[src/rtl/mips_defs.sv]
// Shared opcode, ALU-control and control-bundle definitions for the decode stage.
package mips_defs;

   localparam int unsigned XLEN    = 32;
   localparam int unsigned REG_AW  = 5;
   localparam int unsigned NREGS   = 32;
   localparam int unsigned OP_W    = 6;
   localparam int unsigned ALUOP_W = 2;
   localparam int unsigned FUNCT_W = 4;

   localparam logic [OP_W-1:0] OP_RTYPE = 6'b000000;
   localparam logic [OP_W-1:0] OP_ADD   = 6'b010000;
   localparam logic [OP_W-1:0] OP_LW    = 6'b100011;
   localparam logic [OP_W-1:0] OP_SW    = 6'b101011;
   localparam logic [OP_W-1:0] OP_BEQ   = 6'b000100;

   localparam logic [ALUOP_W-1:0] ALUOP_BRANCH = 2'b00;
   localparam logic [ALUOP_W-1:0] ALUOP_IMM    = 2'b01;
   localparam logic [ALUOP_W-1:0] ALUOP_RTYPE  = 2'b10;

   localparam logic [FUNCT_W-1:0] FUNCT_ADD = 4'b0010;
   localparam logic [FUNCT_W-1:0] FUNCT_CMP = 4'b0100;

   // Control bundle carried through ID/EX
   typedef struct packed {
      logic               alu_src;
      logic               branch;
      logic               reg_dst;
      logic               reg_write;
      logic               mem_read;
      logic               mem_write;
      logic               mem_to_reg;
      logic [ALUOP_W-1:0] alu_op;
      logic [FUNCT_W-1:0] funct_c;
      logic               illegal;
   } ctrl_t;

   // Opcode to control mapping; unknown opcodes yield all-zero controls plus illegal
   function automatic ctrl_t decode_ctrl(input logic [OP_W-1:0] op,
                                         input logic [FUNCT_W-1:0] funct_lo);
      ctrl_t c;
      c = '0;
      case (op)
         OP_RTYPE: begin
            c.reg_dst   = 1'b1;
            c.reg_write = 1'b1;
            c.alu_op    = ALUOP_RTYPE;
            c.funct_c   = funct_lo;
         end
         OP_ADD: begin
            c.alu_src   = 1'b1;
            c.reg_write = 1'b1;
            c.alu_op    = ALUOP_IMM;
            c.funct_c   = FUNCT_ADD;
         end
         OP_LW: begin
            c.alu_src    = 1'b1;
            c.mem_read   = 1'b1;
            c.mem_to_reg = 1'b1;
            c.reg_write  = 1'b1;
            c.alu_op     = ALUOP_IMM;
            c.funct_c    = FUNCT_ADD;
         end
         OP_SW: begin
            c.alu_src   = 1'b1;
            c.mem_write = 1'b1;
            c.alu_op    = ALUOP_IMM;
            c.funct_c   = FUNCT_ADD;
         end
         OP_BEQ: begin
            c.branch  = 1'b1;
            c.alu_op  = ALUOP_BRANCH;
            c.funct_c = FUNCT_CMP;
         end
         default: c.illegal = 1'b1;
      endcase
      return c;
   endfunction

   // Opcodes whose rt field is a source operand
   function automatic logic reads_rt(input logic [OP_W-1:0] op);
      return (op == OP_RTYPE) || (op == OP_SW) || (op == OP_BEQ);
   endfunction

endpackage

[src/rtl/reg_file.sv]
// 32x32 register file: two async read ports with write-through, one sync write port, sync clear.
module reg_file
   import mips_defs::*;
(
   input  logic              clk,
   input  logic              rst_n,
   input  logic              we,
   input  logic [REG_AW-1:0] waddr,
   input  logic [XLEN-1:0]   wdata,
   input  logic [REG_AW-1:0] raddr1,
   input  logic [REG_AW-1:0] raddr2,
   output logic [XLEN-1:0]   rdata1_c,
   output logic [XLEN-1:0]   rdata2_c
);

   logic [XLEN-1:0] mem [NREGS];
   logic            wr_ok_c;

   assign wr_ok_c = we && (waddr != '0);

   // Storage: clear on reset, r0 never written
   always_ff @(posedge clk) begin
      if (!rst_n) begin
         for (int i = 0; i < int'(NREGS); i++) begin
            mem[i] <= '0;
         end
      end else if (wr_ok_c) begin
         mem[waddr] <= wdata;
      end
   end

   // Read ports: r0 is hard zero, a same-cycle write is forwarded
   always_comb begin
      rdata1_c = mem[raddr1];
      rdata2_c = mem[raddr2];
      if (wr_ok_c && (waddr == raddr1)) rdata1_c = wdata;
      if (wr_ok_c && (waddr == raddr2)) rdata2_c = wdata;
      if (raddr1 == '0) rdata1_c = '0;
      if (raddr2 == '0) rdata2_c = '0;
   end

endmodule

[src/rtl/decode_stage.sv]
// Instruction decode, operand read, load-use detection and the ID/EX pipeline register.
module decode_stage
   import mips_defs::*;
#(
   parameter logic [XLEN-1:0] RESET_PC = 32'h0
) (
   input  logic               clk,
   input  logic               rst_n,
   input  logic [XLEN-1:0]    instruct,
   input  logic [XLEN-1:0]    address,
   input  logic               valid_in,
   input  logic               stall,
   input  logic               flush,
   input  logic               wb_reg_write,
   input  logic [REG_AW-1:0]  wb_reg,
   input  logic [XLEN-1:0]    wb_data,
   output logic               hazard_stall,
   output logic [XLEN-1:0]    mem1Read,
   output logic [XLEN-1:0]    mem2Read,
   output logic [XLEN-1:0]    signExnd,
   output logic [XLEN-1:0]    address_ex,
   output logic [XLEN-1:0]    instruct_ex,
   output logic [REG_AW-1:0]  rt_ex,
   output logic [REG_AW-1:0]  rd_ex,
   output logic               ALUSrc,
   output logic               Branch,
   output logic               RegDst,
   output logic               RegWrite,
   output logic               MemRead,
   output logic               MemWrite,
   output logic               MemtoReg,
   output logic [ALUOP_W-1:0] ALUOp,
   output logic [FUNCT_W-1:0] FunctC,
   output logic               valid_ex,
   output logic               illegal_op
);

   logic [OP_W-1:0]   opcode_c;
   logic [REG_AW-1:0] rs_c;
   logic [REG_AW-1:0] rt_c;
   logic [XLEN-1:0]   rs_val_c;
   logic [XLEN-1:0]   rt_val_c;
   logic [XLEN-1:0]   imm_ext_c;
   ctrl_t             ctrl_c;
   ctrl_t             ctrl_ex;
   logic              load_c;
   logic              bubble_c;

   assign opcode_c  = instruct[31:26];
   assign rs_c      = instruct[25:21];
   assign rt_c      = instruct[20:16];
   assign imm_ext_c = {{16{instruct[15]}}, instruct[15:0]};

   reg_file u_reg_file (
      .clk      (clk),
      .rst_n    (rst_n),
      .we       (wb_reg_write),
      .waddr    (wb_reg),
      .wdata    (wb_data),
      .raddr1   (rs_c),
      .raddr2   (rt_c),
      .rdata1_c (rs_val_c),
      .rdata2_c (rt_val_c)
   );

   // Decode; an empty slot carries no controls and is never flagged illegal
   always_comb begin
      ctrl_c = '0;
      if (valid_in) ctrl_c = decode_ctrl(opcode_c, instruct[3:0]);
   end

   // Load-use: the load in EX targets a register this instruction reads
   always_comb begin
      hazard_stall = 1'b0;
      if (valid_in && valid_ex && ctrl_ex.mem_read && (rt_ex != '0)) begin
         hazard_stall = (rt_ex == rs_c) || ((rt_ex == rt_c) && reads_rt(opcode_c));
      end
   end

   // flush overrides stall; a hazard only bubbles when not held
   assign load_c   = flush || !stall;
   assign bubble_c = flush || hazard_stall;

   // ID/EX register
   always_ff @(posedge clk) begin
      if (!rst_n) begin
         mem1Read    <= '0;
         mem2Read    <= '0;
         signExnd    <= '0;
         address_ex  <= RESET_PC;
         instruct_ex <= '0;
         rt_ex       <= '0;
         rd_ex       <= '0;
         ctrl_ex     <= '0;
         valid_ex    <= 1'b0;
      end else if (load_c) begin
         mem1Read    <= rs_val_c;
         mem2Read    <= rt_val_c;
         signExnd    <= imm_ext_c;
         address_ex  <= address;
         instruct_ex <= instruct;
         rt_ex       <= rt_c;
         rd_ex       <= instruct[15:11];
         if (bubble_c) begin
            ctrl_ex  <= '0;
            valid_ex <= 1'b0;
         end else begin
            ctrl_ex  <= ctrl_c;
            valid_ex <= valid_in;
         end
      end
   end

   assign ALUSrc     = ctrl_ex.alu_src;
   assign Branch     = ctrl_ex.branch;
   assign RegDst     = ctrl_ex.reg_dst;
   assign RegWrite   = ctrl_ex.reg_write;
   assign MemRead    = ctrl_ex.mem_read;
   assign MemWrite   = ctrl_ex.mem_write;
   assign MemtoReg   = ctrl_ex.mem_to_reg;
   assign ALUOp      = ctrl_ex.alu_op;
   assign FunctC     = ctrl_ex.funct_c;
   assign illegal_op = ctrl_ex.illegal;

endmodule

[config.mk]
export PLATFORM = sky130hd
export DESIGN_NAME = decode_stage
export DESIGN_NICKNAME = d
export VERILOG_FILES = /design/src/rtl/mips_defs.sv /design/src/rtl/reg_file.sv /design/src/rtl/decode_stage.sv
export SDC_FILE = /design/constraint.sdc
export NUM_CORES = 2
export LEC_CHECK = 0
export ABC_CLOCK_PERIOD_IN_PS = 4430
export CAP_MARGIN = 30
export CELL_PAD_IN_SITES_DETAIL_PLACEMENT = 0
export CELL_PAD_IN_SITES_GLOBAL_PLACEMENT = 2
export CORE_UTILIZATION = 39
export CTS_BUF_LIST = sky130_fd_sc_hd__clkbuf_8 sky130_fd_sc_hd__clkbuf_16
export DETAILED_ROUTE_END_ITERATION = 6
export GPL_TIMING_DRIVEN = 0
export MAX_ROUTING_LAYER = met4
export PLACE_DENSITY = 0.73
export SETUP_SLACK_MARGIN = 0.5
export SYNTH_ARGS = -nofsm -noshare
export SYNTH_HDL_FRONTEND = slang
export SYNTH_HIERARCHICAL = 1
export SYNTH_SLANG_ARGS = --single-unit
[constraint.sdc]
create_clock -name clk -period 4.43 [get_ports clk]
set_input_delay 0.6645 -clock clk [delete_from_list [all_inputs] [get_ports clk]]
set_output_delay 0.6645 -clock clk [all_outputs]
set_load 0.02 [all_outputs]
# Yosys cells after proc, flatten, opt, wreduce, memory -nomap -nowiden
# Memories as Yosys holds them, arrays and structs flattened.
# Cells that the tools add are included.
[totals]
ff_bits = 169
latchBits = 0
mem_bits_rw = 1024
romBits = 0
inputBits = 107
output_inout_bits = 186
mem_count = 1
[classes]
add_sub_neg = 0
multipliers = 0
div = 0
magnitude_cmp = 0
n_eq_ne = 8
shift = 0
mux = 23
bitwise = 0
reduce_logical = 22
[mem_list]
columns = ["name", "words", "word_bits", "read_ports", "rd_ports_with_merged_regs", "wr", "line_no", "rtl"]
rows = [
  ["u_reg_file.mem", 32, 32, 2, 0, 32, "reg_file.sv:16", "logic [XLEN-1:0] mem [NREGS];"],
]
[op_table]
columns = ["op", "n"]
rows = [
  ["32-bit 2-to-1 mux", 5],
  ["32-bit OR reduction", 1],
  ["14-bit 2-to-1 mux", 2],
  ["5-bit == test", 4],
  ["6-bit case mux with 3 select lines", 1],
  ["1-bit 2-to-1 mux", 14],
  ["6-bit == test, second input constant", 2],
  ["5-bit logical NOT", 2],
  ["5-bit nonzero test", 2],
  ["1-bit logical AND", 7],
  ["6-bit by 3-bit == test with 1-bit output, second input constant", 1],
  ["6-bit by 5-bit == test with 1-bit output, second input constant", 1],
  ["6-bit logical NOT", 1],
  ["3-bit OR reduction", 2],
  ["1-bit logical OR", 5],
  ["5-bit 2-to-1 mux", 1],
  ["5-bit OR reduction", 1],
  ["1-bit logical NOT", 1],
]

# Longest topological paths before layout
[depth]
depth_word = 8
depth_mapped = 12
depth_no_buf = 7

# Cells and area by module
# The synthesis kept the hierarchy.
[by_module_without_submodules]
columns = ["module", "n_inst", "cells_per_inst", "area_each_um2"]
rows = [
  ["reg_file", 1, 3928, 55647.1],
  ["decode_stage", 1, 671, 5688.0],
]

# Worst setup path before layout
# OpenSTA, ideal clock, no wires.
[synth_timing]
path_type = "input-to-reg"
from = "in wb_reg[2]"
to = "mem u_reg_file.mem[12][0], enable pin"
setup_time_ns = 0.466
t_arrival_ns = 4.060
required_time_ns = 3.964
path_slack_ns = -0.095
cell_stages = 7
path_cell_list = "buf_2 -> or3_4 -> clkbuf_1 -> nand3b_1 -> buf_2 -> clkbuf_1 -> o21ai_0"
[synth_lines]
columns = ["element", "line_no", "rtl"]
rows = [
  ["from (decl)", "decode_stage.sv:15", "input logic [REG_AW-1:0] wb_reg,"],
  ["to (decl)", "reg_file.sv:16", ""],
]

# Worst setup path after layout
[layout_timing]
from = "in instruct[17]"
to = "reg mem2Read[15]"
[layout_via]
elab_chain_len = 4
word_cells_on_any_way = 6
cone_classes = "eq/ne (1); mux (2); reduce/logical (2); memory (1)"
[layout_rtl]
columns = ["element", "line_no", "rtl"]
rows = [
  ["from (decl)", "decode_stage.sv:9", "input logic [XLEN-1:0] instruct,"],
  ["branches (longest 3 deep; another with memory read 32 x 32 bit)", "--", ""],
  ["32-bit 2-to-1 mux *", "reg_file.sv:39", "if (raddr2 == '0) rdata2_c = '0;"],
  ["via rt_val_c[15]", "decode_stage.sv:42", "logic [XLEN-1:0] rt_val_c;"],
  ["to (signal assigned)", "decode_stage.sv:98", "mem2Read <= rt_val_c;"],
  ["to (decl)", "decode_stage.sv:19", "output logic [XLEN-1:0] mem2Read,"],
]
# Mark *: on every way through the listed nets, which the timed path passes.
# A chain may end at the register's enable or synchronous reset.

==> results <==
- Setup violations remaining at the end of the flow were counted as 0.
- The clock transition at the register clock pins on the worst setup and hold paths after CTS is around 0.060 ns.
- Once detail routing completed, the nets flagged for antenna violations numbered 0.
- The worst-case reg-to-reg path depth is 7.
- For this block, the initial DRC count from the detailed router was about 7200.
- The mapped netlist covers slightly above 60000 um^2.
- Counting I/O delays and the setup requirement, the final critical path takes slightly above 4 ns.
- The finished cells cover ~73000 um^2.
- Compared with the post-synthesis result, the final layout area differs by 19.7%.
- For the pin with the worst max-slew slack, the measured transition is roughly 1.1 ns.
- After layout, the design draws a total of roughly 28 mW.
- Setup slack on the worst reg-to-reg path comes out at between 1.5 and 2 ns.
- The cell area power density is just under 400 nW/um^2.
- The initial antenna violation count was 18.
- The initialized floorplan defines roughly 150 standard-cell rows.
- The layer flagged by global routing as most heavily used is met2.
- The number of clock sinks is 1165.
- The relative slew slack is about a quarter.
- At the end of routability-driven placement, the weighted congestion stood at between 1 and 1.5.
- The slowest stage of the critical path belongs to the cell clkdlybuf4s50_1.
- The post-cts hold buffer count is 0.
- The part of the Yosys area used for sequential elements is 54.7%.
- After the last flow step, the layout net total stands at 5256.
- For this run, design rule violations remaining after detail routing come to 0.
- The critical path is of the in -> reg type.
- Setup repair after global routing left no endpoint under its margin.
- The largest delay contributor family on the critical path is buffers and inverters.
- The startpoint of the worst-slack reg-to-reg timing path is u_reg_file/mem[21][8].
- The yosys synthesis warning count is 6.
- After legalization and detailed placement, the total HPWL measured approximately 210000 um.
- The H-tree was split into 4 levels.
- The final count of hold timing violations is 0.
- The met3 track demand over resource is between 10% and 20%.
- The end of the worst register-to-register path is mem2Read[8].
- The boundary pin count is between 200 and 300.
- The nature of the critical path endpoint is a flop.
- The placed instances occupy a cell area of between 60000 and 70000 um^2.
- The width of the chip is 399 um.
- The global-route usage over all layers is between 30% and 40%.
- For this run, global-route usage on met1 was measured as 47.8%.
- The clock root buffer is clkbuf_16.
- The delay of the slowest critical-path stage is 0.71 ns.
- Global routing consumed, on the met2 layer, between 50% and 60% of the routing resources.
- The most used flip-flop cell after synthesis is edfxtp_1.
- The count of cells in the finished layout, fillers not included, comes to 7327.
- Along the worst hold path, the cell count comes to 3.
- The number of buffers and inverters on the critical path is 5.
- The worst path required time is approximately 5.1 ns.
- Including well taps, the total number of placed cells is ~7100.
- The number of CTS-inserted buffers is 139.
- Net switching is about 28% of the power.
- The total core area is 156000 um^2.
- Counting flops with a built-in enable in the synthesized netlist gives about 1000.
- The arrival time reported for the critical path endpoint is ~4.7 ns.
- The post-synthesis average cell area is ~13 um^2.
- The residual overflow from global routing is 0.
- The critical path goes through clkdlybuf4s50_1 -> buf_6 -> buf_4 -> inv_2 -> buf_2 -> mux2i_1 -> o22ai_1 -> a41oi_1 -> a21oi_1 -> nand2_1 -> a21boi_0.
- The unique cell type count in the Yosys netlist is between 70 and 80.
- In the routed layout, each cell is associated on average with a via count of about 6.2.
- STA classifies the critical path startpoint as an input port.
- The wire length of the first global-routing pass is 373000 um.
- The share of total power dissipated in the clock network is a little under 40%.
- For hold timing, the worst endpoint is signExnd[12].
- The number of buffers on the longest clock path is 3.
- The gate count of the mapped netlist is 4599.
- The startpoint identified for the worst hold timing path is instruct[12].
- Timing would allow up to around 250 MHz.
- The max-slew violation total from the final report is 0.
- The path class of the tightest hold or removal check is in -> reg.
- The count of state elements after synthesis is roughly 1200.
- The height of the chip is 399 um.
- The post-route clock skew is approximately 0.028 ns.
- In this run the tool buffered the top-level ports with 288 buffer cells.
- The clock latency reported for the late side of the worst-skew pair is 0.80 ns.
- The portion of the clock cycle consumed by the worst path in the final layout is about nine tenths.
- The post-route core utilization is between 40% and 50%.
- After detailed routing, the average wire length per cell comes to between 30 and 40 um.
- The area enclosed by the die boundary is between 150000 and 200000 um^2.
- The analysis attributes to net switching a power of 7.93 mW.
- The via count of the first global-routing pass is approximately 42000.
- The peak fanout along the critical path is 10.
- The pin count of the biggest net entering global routing is 24.
- IR analysis of the VDD net gives a maximum drop of 0.000421 V.
- For this run, the detailed router's first-pass iteration total came to 6.
- The proportion of power drawn by combinational gates is 15.7%.
- The share of total power dissipated in sequential elements is between 40 and 50%.
- The post-synthesis async set-or-reset flop share is 0%.
- The flow ran to the end, and the final reports show no timing, DRC or antenna violations.
- For this block, the routed nets add up to 282000 um of wire.
- The number of max-cap violations is 0.
- TritonCTS built the clock tree.
- The proportion of layout cells with a drive suffix above 1 is 17.2%.
- The static leakage is 26.2 nW.
- The detailed-route via count is between 40000 and 50000.
- The starting density of the core is 39.3%.
- The design internal power is between 20 and 25 mW.
[metal layers]
metal	part of all wire (%)	up-vias
li1	-	18300
met1	39	23300
met2	43	3313
met3	13	579
met4	5.3	0
met5	0	-
[Yosys cell counts, drive strengths merged (36+ instances only)]
cell type,number,share of area (%)
edfxtp,1024,50
and2,965,9.8
nand2,390,2.4
mux4,367,14
clkbuf,348,2.1
mux2i,334,5.5
buf,167,1.9
dfxtp,141,4.6
a21boi,128,1.6
a21oi,83,0.70
a22oi,66,0.81
nor2,65,0.40
o21ai,60,0.50
a211oi,46,0.56
nor3,45,0.38
a32o,42,0.69
o22ai,37,0.38
a221oi,36,0.53
[metrics by stage]
stage	hold slack (ns)	TNS [ns]	worst slack, ns
after floorplan	0.539	-9.40	-0.0954
after global placement	0.448	-3358.16	-4.90
after detailed placement	0.455	-114.13	-1.07
after CTS	0.387	0	0.351
after global routing	0.426	0	0.502
final	0.423	0	0.383
[worst max path at each step]
stage | endpoint | from | cells past startpoint
2_1_floorplan | u_reg_file/mem[12][0] | wb_reg[2] | 7
3_3_place_gp | u_reg_file/mem[12][23] | rst_n | 7
3_5_place_dp | mem2Read[15] | instruct[17] | 11
4_1_cts | mem1Read[1] | instruct[23] | 11
5_1_grt | mem2Read[12] | instruct[16] | 12
6_report | mem2Read[15] | instruct[17] | 11
[power groups by stage]
stage / Sequential (mW) / Clock [mW] / Combinational (mW)
2_1_floorplan: 13.1 / 0 / 2.01
3_3_place_gp: 13.2 / 0 / 4.07
3_5_place_dp: 13.1 / 0 / 4.26
4_1_cts: 12.9 / 11.2 / 4.28
5_1_grt: 13.0 / 11.6 / 4.49
6_report: 12.9 / 11.1 / 4.45
[cells in the final DEF (no fill, tap or decap), types with 63 or more instances in the layout]
cell             netlist  routed
a21boi_0             128     128
a21oi_1               81      81
a22oi_1               66      66
and2_1               964     964
buf_4                 59      67
clkbuf_1             347     325
clkbuf_16              0     147
clkdlybuf4s50_1        0     287
dfxtp_1              141     141
edfxtp_1            1024    1024
mux2i_1              334     327
mux4_2               357     357
nand2_1              390     390
nor2_1                64      63
[layout make-up]
| class | count | area, um^2 |
|---|---|---|
| Tap cell | 2058 | 2570 |
| Fill cell | 14000 | 82800 |
| Sequential cell | 1165 | 33600 |
| Multi-Input combinational cell | 2944 | 25800 |
| Timing Repair Buffer | 378 | 4540 |
| Inverter | 6 | 22.5 |
| Buffer | 515 | 2610 |
| Clock inverter | 105 | 631 |
| Clock buffer | 148 | 3690 |
| Antenna cell | 8 | 20.0 |
[tightest hold or removal path, cell delays in order]
cell and delay (ns):
clkdlybuf4s50_1 0.39, nand2_1 0.05, a21boi_0 0.06
[sequential cells by signal, indices dropped and copies added, names as in the netlist]
register,flops
Branch,1
MemRead,1
valid_ex,1
address_ex,32
mem1Read,32
ALUOp,1
ALUSrc,1
FunctC,4
signExnd,15
instruct_ex,17
mem2Read,32
illegal_op,1
RegWrite,1
RegDst,1
MemWrite,1
u_reg_file/mem,1024
[what timing repair did]
item / 4_1_cts / 5_1_grt
gates resized for setup: 33 / 34
pin swaps: 1 / 1
buffers inserted: 2 / 3
endpoints found under the setup margin: 114 / 42
[logic make-up after synthesis]
group,count (synthesis),share of synthesized area [%]
AND/OR/NAND/NOR,1550,13.9
flip-flops,1165,54.7
multiplexers,736,19.6
AO/OA/AOI/OAI,606,7.31
buffers and inverters,521,4.09
XOR/XNOR,20,0.286
other,1,0.00611
Note: power is estimated with default switching activity, not from simulation.
